===== config.mk =====
export PLATFORM = sky130hd
export DESIGN_NAME = sram_colmux_seq
export DESIGN_NICKNAME = d
export VERILOG_FILES = /design/src/rtl/sram_pkg.sv /design/src/rtl/sram_col_decoder.sv /design/src/rtl/sram_colmux_seq.sv
export SDC_FILE = /design/constraint.sdc
export NUM_CORES = 1
export LEC_CHECK = 0
export BUFFER_PORTS_ARGS = -buffer_cell sky130_fd_sc_hd__buf_2
export CAP_MARGIN = 20
export CORE_ASPECT_RATIO = 2
export CORE_MARGIN = 1
export CORE_UTILIZATION = 28
export DETAILED_ROUTE_END_ITERATION = 16
export PLACE_DENSITY = 0.57
export SLEW_MARGIN = 20
export SYNTH_ARGS = -nofsm -noshare
export SYNTH_HDL_FRONTEND = slang
export SYNTH_SLANG_ARGS = --single-unit

===== constraint.sdc =====
create_clock -name clk -period 6.32 [get_ports clk]
set_input_delay 0.948 -clock clk [delete_from_list [all_inputs] [get_ports clk]]
set_output_delay 0.948 -clock clk [all_outputs]
set_load 0.005 [all_outputs]

===== src/rtl/sram_pkg.sv =====
// rtl/sram_pkg.sv - shared state encoding, address helpers and default timing for the SRAM sequencer
package sram_pkg;

  typedef enum logic [1:0] {IDLE, PRE, ACC, REC} state_t;

  localparam int DEF_ROW_BITS = 6;
  localparam int DEF_COL_SEL  = 4;
  localparam int DEF_WORD_W   = 32;
  localparam int DEF_PRE_CYC  = 1;
  localparam int DEF_ACC_CYC  = 2;

  function automatic int col_bits(input int col_sel);
    return $clog2(col_sel);
  endfunction

  // One phase counter serves both PRE and ACC, so it is sized for the longer of the two.
  function automatic int phase_w(input int pre_cyc, input int acc_cyc);
    int m;
    m = (pre_cyc > acc_cyc) ? pre_cyc : acc_cyc;
    return (m > 1) ? $clog2(m) : 1;
  endfunction

  function automatic int unsigned addr_row(input int unsigned addr, input int cb);
    return addr >> cb;
  endfunction

  function automatic int unsigned addr_col(input int unsigned addr, input int cb);
    return addr & ((32'd1 << cb) - 32'd1);
  endfunction

endpackage


===== src/rtl/sram_col_decoder.sv =====
// rtl/sram_col_decoder.sv - registered binary-to-one-hot column mux select
module sram_col_decoder #(
  parameter int COL_SEL = 4,
  parameter int CB      = 2
) (
  input  logic               clk,
  input  logic               rst,
  input  logic               en,
  input  logic [CB-1:0]      col,
  output logic [COL_SEL-1:0] col_sel
);

  always_ff @(posedge clk or posedge rst) begin
    if (rst) col_sel <= '0;
    else     col_sel <= en ? (COL_SEL'(1) << col) : '0;
  end

endmodule


===== src/rtl/sram_colmux_seq.sv =====
// rtl/sram_colmux_seq.sv - precharge/wordline/column-mux/sense sequencer for the 64x128 SRAM macro
module sram_colmux_seq
  import sram_pkg::*;
#(
  parameter int ROW_BITS = DEF_ROW_BITS,
  parameter int COL_SEL  = DEF_COL_SEL,
  parameter int WORD_W   = DEF_WORD_W,
  parameter int PRE_CYC  = DEF_PRE_CYC,
  parameter int ACC_CYC  = DEF_ACC_CYC,
  parameter int CB       = col_bits(COL_SEL)
) (
  input  logic                   clk,
  input  logic                   rst,
  input  logic                   req_valid,
  output logic                   req_ready,
  input  logic                   req_we,
  input  logic [ROW_BITS+CB-1:0] req_addr,
  input  logic [WORD_W-1:0]      req_wdata,
  output logic                   rsp_valid,
  output logic [WORD_W-1:0]      rsp_rdata,
  output logic                   precharge_en,
  output logic [ROW_BITS-1:0]    wl_addr,
  output logic                   wl_en,
  output logic [COL_SEL-1:0]     col_sel,
  output logic                   write_en,
  output logic [WORD_W-1:0]      wdata_drv,
  output logic                   sense_en,
  input  logic [WORD_W-1:0]      bl_rdata
);

  localparam int AW = ROW_BITS + CB;
  localparam int PW = phase_w(PRE_CYC, ACC_CYC);
  localparam logic [PW-1:0] PRE_LAST = PW'(PRE_CYC - 1);
  localparam logic [PW-1:0] ACC_LAST = PW'(ACC_CYC - 1);

  state_t              state, state_n;
  logic [PW-1:0]       phase, phase_n;
  logic [AW-1:0]       addr_q, addr_n;
  logic                we_q, we_n;
  logic [WORD_W-1:0]   wdata_q, wdata_n;
  logic [ROW_BITS-1:0] row_n;
  logic [CB-1:0]       col_n;
  logic                busy_n, acc_n;

  always_comb begin
    state_n = state;
    phase_n = phase;
    addr_n  = addr_q;
    we_n    = we_q;
    wdata_n = wdata_q;
    case (state)
      IDLE: begin
        if (req_valid) begin
          state_n = PRE;
          phase_n = '0;
          addr_n  = req_addr;
          we_n    = req_we;
          wdata_n = req_wdata;
        end
      end
      PRE: begin
        if (phase == PRE_LAST) begin
          state_n = ACC;
          phase_n = '0;
        end else begin
          phase_n = phase + PW'(1);
        end
      end
      ACC: begin
        if (phase == ACC_LAST) begin
          state_n = REC;
          phase_n = '0;
        end else begin
          phase_n = phase + PW'(1);
        end
      end
      REC:     state_n = IDLE;
      default: state_n = IDLE;
    endcase
  end

  // Every array control is registered from next-state values, so it lines up with the state it belongs to.
  assign busy_n = (state_n != IDLE);
  assign acc_n  = (state_n == ACC);
  assign row_n  = ROW_BITS'(addr_row(32'(addr_n), CB));
  assign col_n  = CB'(addr_col(32'(addr_n), CB));

  always_ff @(posedge clk or posedge rst) begin
    if (rst) begin
      state        <= IDLE;
      phase        <= '0;
      addr_q       <= '0;
      we_q         <= 1'b0;
      wdata_q      <= '0;
      precharge_en <= 1'b0;
      wl_en        <= 1'b0;
      wl_addr      <= '0;
      sense_en     <= 1'b0;
      write_en     <= 1'b0;
      wdata_drv    <= '0;
      rsp_valid    <= 1'b0;
      rsp_rdata    <= '0;
    end else begin
      state        <= state_n;
      phase        <= phase_n;
      addr_q       <= addr_n;
      we_q         <= we_n;
      wdata_q      <= wdata_n;
      precharge_en <= (state_n == PRE);
      wl_en        <= acc_n;
      wl_addr      <= acc_n ? row_n : '0;
      sense_en     <= acc_n && (phase_n == ACC_LAST) && !we_n;
      write_en     <= busy_n && we_n;
      wdata_drv    <= (busy_n && we_n) ? wdata_n : '0;
      rsp_valid    <= (state_n == REC);
      if (state == ACC && state_n == REC && !we_q)
        rsp_rdata <= bl_rdata;
    end
  end

  assign req_ready = (state == IDLE);

  sram_col_decoder #(
    .COL_SEL (COL_SEL),
    .CB      (CB)
  ) u_col_decoder (
    .clk     (clk),
    .rst     (rst),
    .en      (acc_n),
    .col     (col_n),
    .col_sel (col_sel)
  );

endmodule


==> flow_summary.toml <==
[outcome]
status = "completed"

[sta]
setup_viol = 0
hold_viol = 0
setup_slack_ns = 4.14
finalCriticalPeriod_ns = 2.18
rsz0062_at_grt = "no"
skew_ns = 0.00701
hold_slack_ns = 0.473
period_share = 0.344
finalMaxSlewViolations = 0
final.setup.tns_ns = 0
fmax_mhz = 460
maxSlewHeadroom = 0.383
tightest_slew_ns = 0.925

[grt]
grt_max_degree = 76
grt_pass1_wl_mm = 15.6
first_global_vias = 3180
overflow = 0
grt_antenna_before_repair = 0
grtUsageTotal = 0.124

[cts]
cts_root_buf = "clkbuf_16"
tritoncts.num_buffers = 17
postCtsHoldBufs = 0
ctsResizeCount = 0
cts.sinks = 123
cts_buffer_depth = 2
clk_pin_slew_worst_paths_ns = 0.05
tritoncts = "yes"
clk-insertion-delay-late_ns = 0.41
cts_setup_buffers = 0
ctsHtreeMaxLevel = 4

[floorplan]
initial_core_util = 0.287
die-area_sq_mm = 0.0167
rows = 65
die_h_microns = 182
core-area_sq_mm = 0.0158
die_width_microns = 91.9
io_pins = 156

[yosys]
synth-seq-cells = 123
synthCells = 318
ys_seq_area_frac = 0.680
synth_area_sq_mm = 0.00452
synth_cell_types = 32
syn_nets = 394
ys_warn_count = 0
syn_avg_cell_area_sq_um = 14.2

[routing]
drt_pre_antenna_iters = 4
avgRoutedWirePerCell_microns = 13.9
drt_iter0_drc = 93
vias = 2863
drt-total-wl_mm = 9.63
antenna_left = 0
via_per_inst = 4.13
route.detailed.drc = 0

[layout]
final_common_cell = "buf_2"
area_growth_pct = 36.0
fillCellCount = 1550
num_antenna_cells = 0
fin_nets = 556
final_util = 0.390
drive_gt1_frac = 0.481
final_cell_mix = "buf_2 (155), dfrtp_1 (123), mux2_2 (41)"

[min_path]
hp-class = "flop to flop"

[placement]
dpl.hpwl_mm = 6.54
pre_cts_ws_ns = 3.74
gp_congestion = 0.731
io_buffers = 155

[power_and_ir_drop]
seqPwrFrac = 0.392
p_clk_frac = 0.344
sw_frac_of_total = 0.277
pwr-share-comb = 0.264
internal_power_mw = 2.41
power.leakage_nw = 3.21
p_switching_mw = 0.923
powerDensity_mw_per_mm2 = 542
ir_worst_vdd_mv = 0.226

[setup_path]
start_kind = "flop"
critPathMaxFanout = 10
end_kind = "output port"
worst_ep_required_time_ns = 5.37
critical_path_class = "flop to output port"
cp.arrival_ns = 1.23

[run]
cap_violations = 0
==> state kept, by name, summed over array words and instances (netlist names) <==
name                   cells
addr_q                     8
rsp_valid                  1
state                      2
precharge_en               1
wdata_q                   32
wl_addr                    6
wdata_drv                 32
write_en                   1
phase                      1
sense_en                   1
u_col_decoder.col_sel      4
rsp_rdata                 32
we_q                       1
wl_en                      1
==> per-layer routing <==
| layer | vias up | wire [microns] | track usage |
|---|---|---|---|
| met5 | - | 0 | 0 |
| met4 | 0 | 219 | 0.0706 |
| met3 | 13 | 388 | 0.0360 |
| met2 | 91 | 5320 | 0.222 |
| met1 | 1407 | 3700 | 0.127 |
| li1 | 1352 | - | - |
==> stage by stage <==
step | total power, mW | std cells | instance area (sq um)
final | 3.33 | 694 | 6150
after global routing | 3.55 | 694 | 6150
after CTS | 3.39 | 694 | 6150
after detailed placement | 2.22 | 662 | 5450
after global placement | 2.19 | 662 | 5450
after floorplan | 1.86 | 318 | 4520
==> cells in the mapped netlist (all sizes together) <==
master,n,area [sq um]
buf,14,130
mux2i,31,310
nor3,1,5.00
nand2,3,11.3
nor3b,1,18.8
o21ai,2,10.0
clkbuf,2,8.75
inv,34,128
and2,7,43.8
or3,1,6.26
xnor2,1,8.76
a21oi,1,5.00
or3b,2,17.5
dfrtp,123,3080
and3,2,12.5
a211oi,1,12.5
o21a,1,7.51
nand2b,3,18.8
nand3b,2,15.0
and3b,2,17.5
or2,1,6.26
a32o,1,10.0
nor2,34,128
a21boi,3,22.5
mux2,42,473
nor2b,3,18.8
==> layout make-up <==
| type | instances | area [sq um] | share of cell area |
|---|---|---|---|
| clock buffer | 21 | 460 | 0.0749 |
| clock inverter | 11 | 239 | 0.0389 |
| inverter | 34 | 130 | 0.0212 |
| multi-input combinational | 145 | 1190 | 0.193 |
| sequential | 123 | 3080 | 0.500 |
| tap | 201 | 251 | 0.0409 |
| timing repair buffer | 159 | 806 | 0.131 |
==> power groups by stage <==
| stage | Combinational [mW] | Clock (mW) | Sequential (mW) |
|---|---|---|---|
| CTS | 0.903 | 1.18 | 1.31 |
| detailed placement | 0.901 | 0 | 1.32 |
| global route | 0.989 | 1.21 | 1.35 |
| finish | 0.881 | 1.14 | 1.31 |
| floorplan | 0.546 | 0 | 1.31 |
| global placement | 0.874 | 0 | 1.31 |
==> worst max-delay path: stages (launching register included) <==
cell	delay [ns]
dfrtp_1	0.51
nor2_1	0.17
buf_2	0.14
==> path summary, 6_finish.rpt <==
check | end | slack (ns) | depth (start not counted) | startpoint
max | req_ready | 4.14 | 2 | state[0]
min | wdata_q[27] | 0.47 | 2 | wdata_q[27]
max reg2reg | wdata_drv[29] | 4.25 | 4 | state[0]
min reg2reg | wdata_q[27] | 0.47 | 2 | wdata_q[27]
max in group asynchronous | rsp_rdata[16] | 4.42 | 3 | rst
min in group asynchronous | rsp_rdata[30] | 0.74 | 2 | rst
==> cells by family after synthesis <==
family,Yosys count,synth area share
compound gates,9,0.0149
xor+xnor,1,0.00194
buf+inv,50,0.0589
flops,123,0.680
mux,73,0.173
simple gates,62,0.0705
(Power assumes the default switching activity.)
